===== src/rtl/csla_ctrl_pkg.sv =====
// Shared control definitions for the nibble-serial add/subtract unit.
package csla_ctrl_pkg;

  // Width of the single time-shared adder slice.
  localparam int NIB_W = 4;

  // Sequencer states: waiting for operands, stepping nibbles, holding a result.
  typedef enum logic [1:0] {
    IDLE = 2'd0,
    RUN  = 2'd1,
    DONE = 2'd2
  } csla_state_t;

endpackage


===== src/rtl/csla_4bit.sv =====
// 4-bit carry-select adder slice: the low pair ripples, and the high pair is
// precomputed for both incoming carries and selected by the low-pair carry.
module csla_4bit (
  input  logic [3:0] a,
  input  logic [3:0] b,
  input  logic       cin,
  output logic [3:0] sum,
  output logic       cout
);

  logic [2:0] lo;
  logic [2:0] hi0;
  logic [2:0] hi1;

  // Low pair ripple, both high-pair candidates, then the carry-select mux.
  always_comb begin
    lo   = {1'b0, a[1:0]} + {1'b0, b[1:0]} + {2'b00, cin};
    hi0  = {1'b0, a[3:2]} + {1'b0, b[3:2]};
    hi1  = {1'b0, a[3:2]} + {1'b0, b[3:2]} + 3'd1;
    sum  = {(lo[2] ? hi1[1:0] : hi0[1:0]), lo[1:0]};
    cout = lo[2] ? hi1[2] : hi0[2];
  end

endmodule


===== src/rtl/csla_nibble_serial_alu.sv =====
// Multi-cycle WIDTH-bit add/subtract unit. One csla_4bit slice is reused for
// every nibble, LSB first, with the inter-nibble carry held in a register.
//
// Handshake: a transfer happens on a rising edge where valid && ready are both
// high. in_ready is high only in IDLE, and out_valid is high only in DONE.
// The producer holds in_a/in_b/in_op stable until accepted. out_sum, out_cout
// and out_ovf are registered and stay unchanged until the next completion, so
// they are stable for as long as the consumer applies backpressure.
module csla_nibble_serial_alu
  import csla_ctrl_pkg::*;
#(
  parameter int WIDTH = 16
) (
  input  logic             clk,
  input  logic             rst_n,
  input  logic             clear,
  input  logic             in_valid,
  output logic             in_ready,
  input  logic [WIDTH-1:0] in_a,
  input  logic [WIDTH-1:0] in_b,
  input  logic             in_op,
  output logic             out_valid,
  input  logic             out_ready,
  output logic [WIDTH-1:0] out_sum,
  output logic             out_cout,
  output logic             out_ovf
);

  localparam int NNIB  = WIDTH / NIB_W;
  localparam int IDX_W = (NNIB > 1) ? $clog2(NNIB) : 1;
  localparam logic [IDX_W-1:0] LAST_IDX = IDX_W'(NNIB - 1);

  if (((WIDTH % NIB_W) != 0) || (WIDTH < 8)) begin : g_bad_width
    $error("csla_nibble_serial_alu: WIDTH must be a multiple of 4 and at least 8");
  end

  csla_state_t      state;
  logic [IDX_W-1:0] nib_idx;
  logic             carry;
  logic [WIDTH-1:0] a_r;
  logic [WIDTH-1:0] b_r;
  logic [WIDTH-1:0] sum_r;

  logic [IDX_W+1:0] bit_base;
  logic [3:0]       slice_a;
  logic [3:0]       slice_b;
  logic [3:0]       slice_sum;
  logic             slice_cout;
  logic [WIDTH-1:0] sum_next;
  logic             ovf_next;

  // The one and only adder; subtraction arrives here as ~B with carry-in 1.
  csla_4bit u_slice (
    .a    (slice_a),
    .b    (slice_b),
    .cin  (carry),
    .sum  (slice_sum),
    .cout (slice_cout)
  );

  // Select the current nibble, merge its sum into the partial result and
  // form the signed overflow from the MSBs of the completed result.
  always_comb begin
    bit_base = {nib_idx, 2'b00};
    slice_a  = a_r[bit_base +: NIB_W];
    slice_b  = b_r[bit_base +: NIB_W];
    sum_next = sum_r;
    sum_next[bit_base +: NIB_W] = slice_sum;
    ovf_next = (a_r[WIDTH-1] == b_r[WIDTH-1]) && (sum_next[WIDTH-1] != a_r[WIDTH-1]);
  end

  assign in_ready  = (state == IDLE);
  assign out_valid = (state == DONE);

  // Sequencer, operand/partial-result registers and the held result outputs.
  always_ff @(posedge clk or negedge rst_n) begin
    if (!rst_n) begin
      state    <= IDLE;
      nib_idx  <= '0;
      carry    <= 1'b0;
      a_r      <= '0;
      b_r      <= '0;
      sum_r    <= '0;
      out_sum  <= '0;
      out_cout <= 1'b0;
      out_ovf  <= 1'b0;
    end else if (clear) begin
      // Abort wins over every transition; the last result stays on out_*.
      state   <= IDLE;
      nib_idx <= '0;
      carry   <= 1'b0;
    end else begin
      case (state)
        IDLE: begin
          if (in_valid) begin
            a_r     <= in_a;
            b_r     <= in_op ? ~in_b : in_b;
            carry   <= in_op;
            nib_idx <= '0;
            sum_r   <= '0;
            state   <= RUN;
          end
        end
        RUN: begin
          sum_r <= sum_next;
          carry <= slice_cout;
          if (nib_idx == LAST_IDX) begin
            out_sum  <= sum_next;
            out_cout <= slice_cout;
            out_ovf  <= ovf_next;
            state    <= DONE;
          end else begin
            nib_idx <= nib_idx + 1'b1;
          end
        end
        DONE: begin
          if (out_ready) begin
            state <= IDLE;
          end
        end
        default: begin
          state <= IDLE;
        end
      endcase
    end
  end

endmodule


===== config.mk =====
export PLATFORM = sky130hd
export DESIGN_NAME = csla_nibble_serial_alu
export DESIGN_NICKNAME = d
export VERILOG_FILES = /design/src/rtl/csla_ctrl_pkg.sv /design/src/rtl/csla_4bit.sv /design/src/rtl/csla_nibble_serial_alu.sv
export SDC_FILE = /design/constraint.sdc
export NUM_CORES = 1
export LEC_CHECK = 0
export ABC_AREA = 1
export CAP_MARGIN = 25
export CORE_MARGIN = 4
export CORE_UTILIZATION = 48
export CTS_BUF_LIST = sky130_fd_sc_hd__clkbuf_8 sky130_fd_sc_hd__clkbuf_16
export CTS_CLUSTER_SIZE = 12
export DETAILED_ROUTE_END_ITERATION = 8
export PLACE_DENSITY = 0.76
export RECOVER_POWER = 100
export SETUP_SLACK_MARGIN = 0.2
export SYNTH_ARGS = -nofsm -noshare
export SYNTH_HDL_FRONTEND = slang
export SYNTH_SLANG_ARGS = --single-unit

===== constraint.sdc =====
create_clock -name clk -period 2.5 [get_ports clk]
set_input_delay 0.375 -clock clk [delete_from_list [all_inputs] [get_ports clk]]
set_output_delay 0.375 -clock clk [all_outputs]
set_load 0.01 [all_outputs]

# == Word-level counts from Yosys, hierarchy flattened ==
# Index checks and enable logic that the tools add are counted.
# word_totals
reg_bits,71
input_bits,38
out_inout_bits,20
word_cells,59
# op_classes
addsub,6
eq_ne,10
n_shift,4
mux,18
bitwise,2
reduce_logical,10
# ops
operator,n
$mux 16,2
$pmux 16 s2,1
$shiftx 16x5->4,2
$bwmux 16,1
$mux 2,8
$not 16->16,1
$shift 4x6->16 const A,1
$shiftx 4x6->16,1
$reduce_and 3->1,5
$ne 3x3->1 const B,3
$add 2x2->3,2
$neg 4->6,1
$pmux 2 s3,1
$eq 2x2->1 const B,2
$pmux 2 s2,1
$add 3x1->3,1
$add 3x1->3 const B,1
$mux 1,3
$ne 3x2->1 const B,1
$reduce_bool 3->1,1
$add 2x1->2 const B,1
$eq 2x1->1 const B,1
$logic_not 2->1,1
$ne 2x2->1 const B,1
other kinds (7),7

# == Longest topological paths before layout ==
# Gate-level depths: netlist (run 1).
# depth
word_depth,8
depth_mapped,16
ltp_nobuf,14

# == Cells and area by module ==
# A second synthesis (run 1) with hierarchy kept.
# hier_totals
cells_unflattened,429
hier_area_um2,3453.3
# by_module_without_submodules
module,instances,cells_each,area_each_um2,seq_area_each_um2
csla_nibble_serial_alu,1,406,3293.2,1701.6
csla_4bit,1,23,160.2,0.0

# == Worst setup path after synthesis (run 1) ==
# No wires, ideal clock.
# synth_path
kind,flip-flop to flip-flop
startpoint,reg nib_idx[0]
endpoint,reg out_ovf
setup_time_ns,0.117
t_arrival_ns,2.454
required_time_ns,2.383
path_slack_ns,-0.071
stages_incl_launch_ff,16
n_path_buf,2
synth_period_minus_slack_ns,2.571
path_cell_list,dfrtp_1 > inv_1 > buf_2 > buf_2 > o21ai_0 > o22ai_1 > ha_1 > fa_1 > ha_1 > nand2_1 > nand2_1 > nand4_1 > nand2_1 > nand2_1 > nand3_1 > nand2_1
# synth_via
elab_chain_cells,8
elab_cells_between_ends,15
cone_classes,add/sub: 5; eq/ne: 2; shift: 4; mux: 2; reduce/logical: 2
# synth_rtl
element,line,text
"start, declared",csla_nibble_serial_alu.sv:38,logic [IDX_W-1:0] nib_idx;
"start signal, assigned",csla_nibble_serial_alu.sv:113,nib_idx <= nib_idx + 1'b1;
"$shiftx 16x5->4, on equally long branches","csla_nibble_serial_alu.sv:65, csla_nibble_serial_alu.sv:66",
"$add 2x2->3, on equally long branches","csla_4bit.sv:18, csla_4bit.sv:19, csla_4bit.sv:17",
"$add 3x1->3, on equally long branches","csla_4bit.sv:19, csla_4bit.sv:17",
$mux 2,csla_4bit.sv:20,"sum = {(lo[2] ? hi1[1:0] : hi0[1:0]), lo[1:0]};"
$shiftx 4x6->16,csla_nibble_serial_alu.sv:68,sum_next[bit_base +: NIB_W] = slice_sum;
$bwmux 16,csla_nibble_serial_alu.sv:68,
$ne 1x1->1,csla_nibble_serial_alu.sv:69,ovf_next = (a_r[WIDTH-1] == b_r[WIDTH-1]) && (sum_next[WIDTH-1] != a_r[WIDTH-1]);
$logic_and 1x1->1,csla_nibble_serial_alu.sv:69,
"end signal, assigned",csla_nibble_serial_alu.sv:110,out_ovf <= ovf_next;
"end, declared",csla_nibble_serial_alu.sv:26,output logic out_ovf
# Parallel ways exist; a longest one is shown, timed or not.
# A chain may end at the register's enable or synchronous reset.

# == Worst setup path after layout (run 1) ==
# Ends and elaborated chain as after synthesis.

==> results of run 1 <==
## power by group
group,internal (mW),switching [mW],total [mW]
Combinational,0.401,0.475,0.876
Sequential,1.29,0.0967,1.39
Clock,0.425,0.394,0.819
## through the flow
| stage | instances | hold WS, ps | util |
|---|---|---|---|
| 2_1_floorplan | 429 | 79.4 | - |
| 3_3_place_gp | 579 | 403 | 0.589 |
| 3_5_place_dp | 579 | 408 | 0.589 |
| 4_1_cts | 597 | 32.9 | 0.625 |
| 5_1_grt | 601 | 457 | 0.639 |
| 6_report | 601 | 356 | 0.639 |
## state kept, by name, summed over array words and instances (netlist names)
register and count:
nib_idx 2, a_r 16, out_ovf 1, b_r 16, state 2, out_cout 1
carry 1, sum_r 16, out_sum 16
## final timing paths
| check | end | slack [ps] | cells past startpoint |
|---|---|---|---|
| max | out_ovf | 10 | 12 |
| min | out_sum[8] | 360 | 1 |
| max reg2reg | out_ovf | 10 | 12 |
| min reg2reg | out_sum[4] | 470 | 2 |
| max in group asynchronous | b_r[6] | 860 | 2 |
| min in group clk | out_sum[4] | 470 | 2 |
## worst reg2reg max path, stage by stage, from the launching register on
cell and delay [ps]:
dfrtp_2 490, o21ai_1 230, o22ai_2 120, ha_2 200
fa_1 490, ha_1 300, nand2_1 60, nand2_2 100
nand4_1 110, nand2_1 130, nand2_1 60, nand3_1 60
nand2_1 50
## timing repair
item | in CTS | in global routing
gates cloned | 0 | 0
endpoints found under the setup margin | 23 | 25
resized for setup | 17 | 31
setup buffers | 4 | 4
pin swaps | 4 | 13
## area by class of cell
| type | count | area share |
|---|---|---|
| flip-flops and latches | 71 | 0.386 |
| inverters | 35 | 0.0301 |
| clock inverters | 2 | 0.00190 |
| well taps | 99 | 0.0269 |
| clock buffers | 12 | 0.0358 |
| repair buffers | 77 | 0.160 |
| multi-input cells | 305 | 0.359 |
## cells in the mapped netlist (4+ instances only)
library cell and count:
nand2_1 170, dfrtp_1 71, o21ai_1 31, inv_1 30
o21ai_0 21, xnor2_1 18, nor2_1 17, o22ai_1 15
buf_2 10, nand3_1 9, ha_1 8, clkbuf_1 5
inv_2 4
## layer usage
layer | GRT usage | vias to the layer above | part of all wire
met2 | 0.321 | 86 | 0.48
met3 | 0.0353 | 23 | 0.049
li1 | - | 1507 | -
met4 | 0.103 | 0 | 0.030
met1 | 0.245 | 1398 | 0.44
met5 | 0 | - | 0
## cell families (layout without fill, tap and decap cells)
kind of cell,Yosys count,after routing,synth area share
xor+xnor,19,19,0.0471
compound gates,72,72,0.111
fa+ha+maj,11,11,0.0453
simple gates,203,203,0.229
flops,71,71,0.503
buf+inv,53,126,0.0648
==> insert_results.sql, run 1 <==
INSERT INTO impl_metrics (metric_group, metric, value, unit) VALUES
('setup_path', 'slowest_delay', '490', 'ps'),
('cells_and_area', 'layout.cells.most_common_list', '167 x nand2_1, 70 x dfrtp_1, 35 x clkdlybuf4s50_1', ''),
('clock_tree', 'numCtsBuffers', '9', ''),
('clock_tree', 'postCtsHoldBufs', '0', ''),
('power', 'total_leakage_power', '2.27', 'nW'),
('placed_design', 'gpl.final_weighted_congestion', '0.939', ''),
('timing', 'final_hold_viol_count', '0', ''),
('timing', 'setup_slack', '11.8', 'ps'),
('power', 'ir_drop', '0.000382', 'V'),
('setup_path', 'timing.setup.critical_path_class', 'flip-flop to flip-flop', ''),
('grt', 'vias_in_the_first_global_route', '2992', ''),
('clock_tree', 'cts_tree', 'done', ''),
('timing', 'rsz0062_at_grt', 'true', ''),
('setup_path', 'timing.critical_path.cells', 'o21ai_1 -> o22ai_2 -> ha_2 -> fa_1 -> ha_1 -> nand2_1 -> nand2_2 -> nand4_1 -> nand2_1 -> nand2_1 -> nand3_1 -> nand2_1', ''),
('setup_path', 'crit_required', '2740', 'ps'),
('cells_and_area', 'drive_above_1_share', '0.151', ''),
('logic_synthesis', 'syn_area', '3530', 'µm²'),
('power', 'power', '3.08', 'mW'),
('logic_synthesis', 'synth-async-reset-ratio', '1.00', ''),
('die', 'die-height', '93.8', 'µm'),
('clock_tree', 'worstSkewPairLatency', '340', 'ps'),
('timing', 'setup-tns-final', '0', 'ps'),
('routing', 'vias_per_cell', '5.01', ''),
('die', 'initial_core_utilization', '0.490', ''),
('cells_and_area', 'area_delta_synth_final', '30.5', '%'),
('run_status', 'result_of_the_run', 'finished, final reports clean', ''),
('die', 'floorplan.die_area', '8800', 'µm²'),
('die', 'core', '7210', 'µm²'),
('setup_path', 'critical_path_arrival', '2730', 'ps'),
('logic_synthesis', 'synth_top_flop_cell', 'dfrtp_1', ''),
('min_path', 'worstHoldPathType', 'input port to async pin', ''),
('routing', 'antenna_violating_nets_post_route', '0', ''),
('logic_synthesis', 'synth.lib_cells_used.distinct', '27', ''),
('logic_synthesis', 'yosys.area.top_type_share', '0.503', ''),
('cells_and_area', 'total_inserted_antenna_cells', '0', ''),
('logic_synthesis', 'synthesis.nets', '478', ''),
('setup_path', 'regToRegStartpoint', 'nib_idx[0]', ''),
('cells_and_area', 'fillers', '634', ''),
('grt', 'global_route_congestion_overflow_total', '0', ''),
('routing', 'drt_drc_violations_left', '0', ''),
('timing', 'worst_slew_pin_slew', '1430', 'ps'),
('timing', 'maxSlewHeadroom', '0.0452', ''),
('setup_path', 'worst_path_most_repeated_cell', 'nand2_1', ''),
('grt', 'grt_antenna_before_repair', '0', ''),
('logic_synthesis', 'synth.ff_latch_count', '71', ''),
('routing', 'detailedRoute.firstPassIterationCount', '4', ''),
('placed_design', 'buffer_ports.inserted', '57', ''),
('logic_synthesis', 'syn-mean-instance-area', '8.24', 'µm²'),
('setup_path', 'worst_setup_path_startpoint', 'nib_idx[0]', ''),
('clock_tree', 'htree_levels', '3', ''),
('logic_synthesis', 'synth.top_cells.by_area', 'dfrtp_1 50%, nand2_1 18%, xnor2_1 4.5%', ''),
('clock_tree', 'cts-root-buf', 'clkbuf_8', ''),
('grt', 'global_route_wire_length_before_repair', '13.4', 'mm'),
('placed_design', 'place.detailed.hpwl', '5.81', 'mm'),
('routing', 'routed-via-count', '3014', ''),
('cells_and_area', 'fin_nets', '548', ''),
('setup_path', 'cp_num_buf_inv', '0', ''),
('routing', 'post_drt_wl_per_cell', '13.6', 'µm'),
('cells_and_area', 'area.sequential', '1780', 'µm²'),
('cells_and_area', 'multi_input_area', '1660', 'µm²'),
('logic_synthesis', 'synth_largest_area_cell', 'dfrtp_1', ''),
('die', 'die-width', '93.8', 'µm'),
('timing', 'setup_viols_final', '0', ''),
('routing', 'routed_wirelength', '8.20', 'mm'),
('setup_path', 'timing.critical_path.fanout_max', '6', ''),
('power', 'power_dens_cells', '669', 'nW/µm²'),
('setup_path', 'cpMaxStageDelayCell', 'dfrtp_2', ''),
('timing', 'skew', '3.65', 'ps'),
('placed_design', 'total_cell_area_at_the_placement_stage', '4250', 'µm²'),
('die', 'io_pins', '58', ''),
('logic_synthesis', 'count_of_flip_flops_with_a_built_in_enable_after_synthesis', '0', '');
Power figures use the tool's default switching activity.
==> run 2, diff against run 1 <==
==> constraint.sdc (replaced) <==
create_clock -name clk -period 2.5 [get_ports clk]
set_input_delay 0.375 -clock clk [delete_from_list [all_inputs] [get_ports clk]]
set_output_delay 0.375 -clock clk [all_outputs]
set_load 0.005 [all_outputs]
==> run 2 against run 1 <==
  * Core utilization about the same
  * First-iteration DRC count down 1.4%
  * Count of clock-buffer cells in the layout unchanged
  * Via count about the same
  * Maximum frequency unchanged
  * Sequential power about the same
  * Non-clock buffer count unchanged
  * Cell count unchanged
  * Largest cell class unchanged
==> insert_results.sql, run 2 (synthesis results as in run 1) <==
INSERT INTO impl_metrics (metric_group, metric, value, unit) VALUES
('clock_tree', 'cts.path.max_buffers', '2', ''),
('timing', 'period_share', '0.995', ''),
('timing', 'slew_violations', '0', ''),
('cells_and_area', 'total_inserted_antenna_cells', '0', ''),
('clock_tree', 'cts-root-buf', 'clkbuf_8', ''),
('setup_path', 'timing.setup.critical_path_class', 'flip-flop to flip-flop', ''),
('routing', 'routed-via-count', '3017', ''),
('run_status', 'result_of_the_run', 'finished, final reports clean', ''),
('die', 'core', '7210', 'µm²'),
('clock_tree', 'htree_levels', '3', ''),
('cells_and_area', 'layout.cells.most_common', 'nand2_1', ''),
('placed_design', 'total_cell_area_at_the_placement_stage', '4250', 'µm²'),
('cells_and_area', 'finished_core_util', '0.639', ''),
('routing', 'routed_wirelength', '8.19', 'mm'),
('routing', 'drt_drc_violations_left', '0', ''),
('grt', 'global_route_congestion_overflow_total', '0', ''),
('timing', 'rsz0062_at_grt', 'true', ''),
('routing', 'antenna_violating_nets_post_route', '0', ''),
('timing', 'maxSlewHeadroom', '0.0459', ''),
('routing', 'detailedRoute.firstPassIterationCount', '4', ''),
('grt', 'vias_in_the_first_global_route', '2992', ''),
('grt', 'global_route_wire_length_before_repair', '13.4', 'mm'),
('grt', 'grt_max_degree', '51', ''),
('power', 'power_dens_cells', '668', 'nW/µm²'),
('grt', 'global_route.usage.total', '0.195', ''),
('timing', 'skew', '3.65', 'ps'),
('job', 'cap_violations', '0', ''),
('placed_design', 'place.detailed.hpwl', '5.81', 'mm'),
('power', 'total_leakage_power', '2.27', 'nW'),
('routing', 'post_drt_wl_per_cell', '13.6', 'µm'),
('cells_and_area', 'area.sequential', '1780', 'µm²'),
('setup_path', 'slowest_delay', '490', 'ps'),
('clock_tree', 'cts_tree', 'done', ''),
('timing', 'final_hold_viol_count', '0', ''),
('setup_path', 'worst_path_dominant_cell_family', 'adder cells', ''),
('placed_design', 'dpl.cell_count', '579', ''),
('clock_tree', 'numCtsBuffers', '9', ''),
('timing', 'period_needed', '2490', 'ps'),
('cells_and_area', 'fin_nets', '548', ''),
('routing', 'detailedRoute.firstIterationViolations', '137', ''),
('placed_design', 'buffer_ports.inserted', '57', ''),
('clock_tree', 'postCtsHoldBufs', '0', ''),
('setup_path', 'worst_path_most_repeated_cell', 'nand2_1', ''),
('timing', 'finalHoldWorstSlack', '355', 'ps'),
('die', 'initial_core_utilization', '0.490', ''),
('die', 'io_pins', '58', ''),
('setup_path', 'timing.critical_path.cells', 'o21ai_1 -> o22ai_2 -> ha_2 -> fa_1 -> ha_1 -> nand2_1 -> nand2_2 -> nand4_1 -> nand2_1 -> nand2_1 -> nand3_1 -> nand2_1', ''),
('cells_and_area', 'final_cell_area', '4610', 'µm²'),
('placed_design', 'gpl.final_weighted_congestion', '0.939', ''),
('placed_design', 'dpl_worst_slack', '-35.4', 'ps'),
('die', 'floorplan.die_area', '8800', 'µm²'),
('die', 'die-width', '93.8', 'µm'),
('setup_path', 'crit_required', '2740', 'ps'),
('setup_path', 'cpMaxStageDelayCell', 'dfrtp_2', ''),
('timing', 'setup_slack', '11.8', 'ps'),
('cells_and_area', 'stdcell_count', '601', ''),
('min_path', 'worstHoldPathType', 'input port to async pin', ''),
('timing', 'setup_viols_final', '0', ''),
('clock_tree', 'clk_pin_slew_worst_paths', '70', 'ps'),
('die', 'die-height', '93.8', 'µm'),
('clock_tree', 'worstSkewPairLatency', '340', 'ps'),
('timing', 'clock.fmax', '402', 'MHz'),
('setup_path', 'critical_path_arrival', '2730', 'ps'),
('clock_tree', 'clock_sink_count', '71', ''),
('setup_path', 'cp_num_buf_inv', '0', ''),
('setup_path', 'timing.critical_path.fanout_max', '6', ''),
('setup_path', 'startpoint_type', 'flip-flop', ''),
('cells_and_area', 'drive_above_1_share', '0.149', ''),
('setup_path', 'critPathCaptureType', 'flip-flop', ''),
('cells_and_area', 'multi_input_area', '1650', 'µm²'),
('cells_and_area', 'fillers', '635', ''),
('die', 'fp-row-count', '31', ''),
('cells_and_area', 'layout.cells.most_common_list', '167 x nand2_1, 70 x dfrtp_1, 36 x clkdlybuf4s50_1', ''),
('routing', 'vias_per_cell', '5.02', ''),
('power', 'ir_drop', '0.000382', 'V'),
('grt', 'grt_antenna_before_repair', '0', ''),
('cells_and_area', 'area_delta_synth_final', '30.4', '%'),
('timing', 'worst_slew_pin_slew', '1430', 'ps');
[run 2: cell types whose count changed in the layout (fill, tap and decap cells not counted), sizes merged]
cell	before	now
clkdlybuf4s50	35	36
dlygate4sd3	21	20
[run 2: power by group]
| group | internal, mW | total (mW) | switching (mW) | leakage (nW) |
|---|---|---|---|---|
| sequential | 1.29 | 1.39 | 0.0963 | 0.931 |
| combinational | 0.401 | 0.873 | 0.472 | 1.25 |
| clock | 0.425 | 0.819 | 0.394 | 0.0955 |
| total | 2.12 | 3.08 | 0.962 | 2.27 |
[run 2: layout make-up]
| class | count | share of cell area |
|---|---|---|
| inverter | 35 | 0.0301 |
| sequential | 71 | 0.386 |
| clock buffer | 12 | 0.0358 |
| timing repair buffer | 77 | 0.160 |
| multi-input combinational | 305 | 0.359 |
| clock inverter | 2 | 0.00190 |
| tap | 99 | 0.0269 |
[run 2: through the flow]
step                      power (mW)  TNS (ps)
after CTS                       3.03         0
after global placement          2.12         0
after global routing            3.25      -556
after detailed placement        2.15     -37.2
after floorplan                 1.89         0
final                           3.08         0
[run 2: final timing paths]
check	to	slack, ps	startpoint	depth (start not counted)
setup / recovery	out_ovf	10	nib_idx[0]	12
hold / removal	out_sum[8]	360	rst_n	1
setup reg to reg	out_ovf	10	nib_idx[0]	12
hold reg to reg	out_sum[4]	470	out_sum[4]	2
max in group asynchronous	b_r[6]	860	rst_n	2
min in group clk	out_sum[4]	470	out_sum[4]	2
[run 2: what timing repair did]
item                       in CTS  in global routing
setup buffers                   4                  4
gates resized for setup        17                 31
pin swaps                       4                 13
setup endpoints to repair      23                 25
[run 2: routing by layer]
metal,up-vias,track usage,share of wire
li1,1508,-,-
met1,1400,0.245,0.44
met2,86,0.321,0.48
met3,23,0.0353,0.048
met4,0,0.103,0.030
met5,-,0,0
[run 2: worst register-to-register path, stage by stage, from the launching register on]
cell	delay, ps
dfrtp_2	490
o21ai_1	230
o22ai_2	120
ha_2	200
fa_1	490
ha_1	300
nand2_1	60
nand2_2	100
nand4_1	110
nand2_1	130
nand2_1	60
nand3_1	60
nand2_1	50
==> run 3, diff against run 2 <==
--- a/config.mk
+++ b/config.mk
@@ -12,6 +12,7 @@
 export CTS_BUF_LIST = sky130_fd_sc_hd__clkbuf_8 sky130_fd_sc_hd__clkbuf_16
 export CTS_CLUSTER_SIZE = 12
 export DETAILED_ROUTE_END_ITERATION = 8
+export GPL_ROUTABILITY_DRIVEN = 0
 export PLACE_DENSITY = 0.76
 export RECOVER_POWER = 100
 export SETUP_SLACK_MARGIN = 0.2
==> run 3 against run 2 <==
  * Highest routed layer unchanged
  * Routed wire length shrank 3.9%
  * Clock power grew 7.2%
  * Hold slack gained 110 ps
  * First-iteration DRC count grew 5.1%
  * Via count is essentially flat
  * Core utilization shrank 1.5 points
  * Critical path depth grew 1
  * Sequential power is essentially flat
  * Cell count shrank 0.50%
  * Global-route usage grew 0.15 points
  * Non-clock buffer count shrank 5
  * Maximum frequency grew 1.9%
==> insert_results.sql, run 3 (synthesis results as in run 1) <==
INSERT INTO impl_metrics (metric_group, metric, value, unit) VALUES
('run_status', 'result_of_the_run', 'finished, final reports clean', ''),
('grt', 'global_route_congestion_overflow_total', '0', ''),
('cells_and_area', 'total_inserted_antenna_cells', '0', ''),
('cells_and_area', 'stdcell_count', '598', ''),
('clock_tree', 'htree_levels', '3', ''),
('die', 'io_pins', '58', ''),
('cells_and_area', 'final_cell_area', '4500', 'µm²'),
('timing', 'slew_violations', '0', ''),
('routing', 'vias_per_cell', '5.04', ''),
('routing', 'antenna_violating_nets_post_route', '0', ''),
('die', 'initial_core_utilization', '0.490', ''),
('setup_path', 'critPathCaptureType', 'flip-flop', ''),
('timing', 'clock.fmax', '409', 'MHz'),
('cells_and_area', 'area_delta_synth_final', '27.3', '%'),
('routing', 'detailedRoute.firstPassIterationCount', '4', ''),
('timing', 'setup-tns-final', '0', 'ps'),
('routing', 'routed-via-count', '3015', ''),
('timing', 'skew', '6.46', 'ps'),
('timing', 'period_needed', '2440', 'ps'),
('timing', 'period_share', '0.977', ''),
('min_path', 'worstHoldPathType', 'flip-flop to flip-flop', ''),
('setup_path', 'startpoint_type', 'flip-flop', ''),
('clock_tree', 'numCtsBuffers', '9', ''),
('clock_tree', 'clock_sink_count', '71', ''),
('timing', 'maxSlewHeadroom', '0.188', ''),
('setup_path', 'critical_path_arrival', '2680', 'ps'),
('die', 'die-width', '93.8', 'µm'),
('clock_tree', 'cts-root-buf', 'clkbuf_8', ''),
('routing', 'detailedRoute.firstIterationViolations', '144', ''),
('power', 'clkPwrFrac', '0.290', ''),
('timing', 'rsz0062_at_grt', 'true', ''),
('die', 'die-height', '93.8', 'µm'),
('setup_path', 'crit_required', '2740', 'ps'),
('cells_and_area', 'multi_input_area', '1580', 'µm²'),
('grt', 'vias_in_the_first_global_route', '2962', ''),
('grt', 'global_route_wire_length_before_repair', '13.6', 'mm'),
('power', 'total_leakage_power', '2.23', 'nW'),
('grt', 'grt_antenna_before_repair', '0', ''),
('routing', 'drt_drc_violations_left', '0', ''),
('power', 'netSwitchingPower', '0.937', 'mW'),
('placed_design', 'place.detailed.hpwl', '5.72', 'mm'),
('job', 'cap_violations', '0', ''),
('placed_design', 'total_cell_area_at_the_placement_stage', '4250', 'µm²'),
('power', 'power.internal', '2.09', 'mW'),
('cells_and_area', 'drive_above_1_share', '0.100', ''),
('cells_and_area', 'fin_nets', '543', ''),
('placed_design', 'buffer_ports.inserted', '57', ''),
('clock_tree', 'cts_tree', 'done', ''),
('clock_tree', 'cts.path.max_buffers', '2', ''),
('power', 'p_sw_frac', '0.310', ''),
('routing', 'routed_wirelength', '7.87', 'mm'),
('power', 'pwr-share-comb', '0.253', ''),
('cells_and_area', 'fillers', '656', ''),
('clock_tree', 'worstSkewPairLatency', '340', 'ps'),
('grt', 'grt_max_degree', '51', ''),
('power', 'power_dens_cells', '673', 'nW/µm²'),
('cells_and_area', 'layout.cells.most_common', 'nand2_1', ''),
('grt', 'global_route.usage.total', '0.197', ''),
('clock_tree', 'clk_pin_slew_worst_paths', '70', 'ps'),
('placed_design', 'dpl.cell_count', '579', ''),
('setup_path', 'timing.setup.critical_path_class', 'flip-flop to flip-flop', ''),
('power', 'ir_drop', '0.000386', 'V'),
('routing', 'post_drt_wl_per_cell', '13.2', 'µm'),
('die', 'floorplan.die_area', '8800', 'µm²'),
('die', 'fp-row-count', '31', ''),
('cells_and_area', 'area.sequential', '1780', 'µm²'),
('setup_path', 'timing.critical_path.fanout_max', '6', ''),
('timing', 'worst_slew_pin_slew', '1220', 'ps'),
('die', 'core', '7210', 'µm²'),
('cells_and_area', 'layout.cells.most_common_list', '169 x nand2_1, 70 x dfrtp_1, 36 x clkdlybuf4s50_1', ''),
('timing', 'final_hold_viol_count', '0', ''),
('power', 'power_frac_seq', '0.457', ''),
('timing', 'setup_viols_final', '0', '');
[run 3: through the flow]
stage / power [mW] / setup slack, ps / util / hold WS, ps
after floorplan: 1.89 / 103 / - / 79.4
after global placement: 2.12 / 126 / 0.589 / 382
after detailed placement: 2.14 / 19.9 / 0.589 / 377
after CTS: 3.04 / 95.6 / 0.625 / 476
after global routing: 3.22 / -93.7 / 0.623 / 507
final: 3.03 / 57.7 / 0.623 / 463
[run 3: per-layer routing]
layer,part of all wire,track usage,routed length [µm]
met5,0,0,0
met3,0.057,0.0601,451
met2,0.49,0.330,3890
met1,0.43,0.241,3360
met4,0.021,0.0662,169
[run 3: final cells by class]
class,instances,area share
inverters,35,0.0309
clock buffers,13,0.0398
repair buffers,72,0.153
flip-flops and latches,71,0.395
clock inverters,3,0.00362
well taps,99,0.0275
multi-input cells,305,0.350
[run 3: path summary, 6_finish.rpt]
check / start / end / slack (ps) / cells past startpoint
setup / recovery: nib_idx[0] / out_ovf / 60 / 13
hold / removal: out_sum[4] / out_sum[4] / 460 / 2
setup reg to reg: nib_idx[0] / out_ovf / 60 / 13
hold reg to reg: out_sum[4] / out_sum[4] / 460 / 2
max in group asynchronous: rst_n / out_sum[5] / 400 / 3
min in group asynchronous: rst_n / out_sum[9] / 800 / 2
[run 3: power groups by stage]
stage	registers [mW]	logic (mW)	clock network, mW
floorplan	1.37	0.519	0
global placement	1.40	0.718	0
detailed placement	1.40	0.741	0
CTS	1.38	0.765	0.892
global route	1.40	0.867	0.953
finish	1.38	0.766	0.878
[run 3: what timing repair did]
action,in CTS,in global routing
resized for setup,15,8
endpoints found under the setup margin,21,27
endpoints found under the hold margin,8,0
hold buffers,1,0
pin swaps,10,4
setup buffers,2,0
[run 3: worst max-delay path, cell delays in order, from the launching register on]
cell and delay, ps:
dfrtp_2 480, buf_6 160, nor2_2 90, o22ai_1 80, ha_2 200, fa_1 500
ha_1 300, nand2_1 50, nand2_2 100, nand4_1 110, nand2_1 100, nand2_1 50
nand3_1 60, nand2_1 50
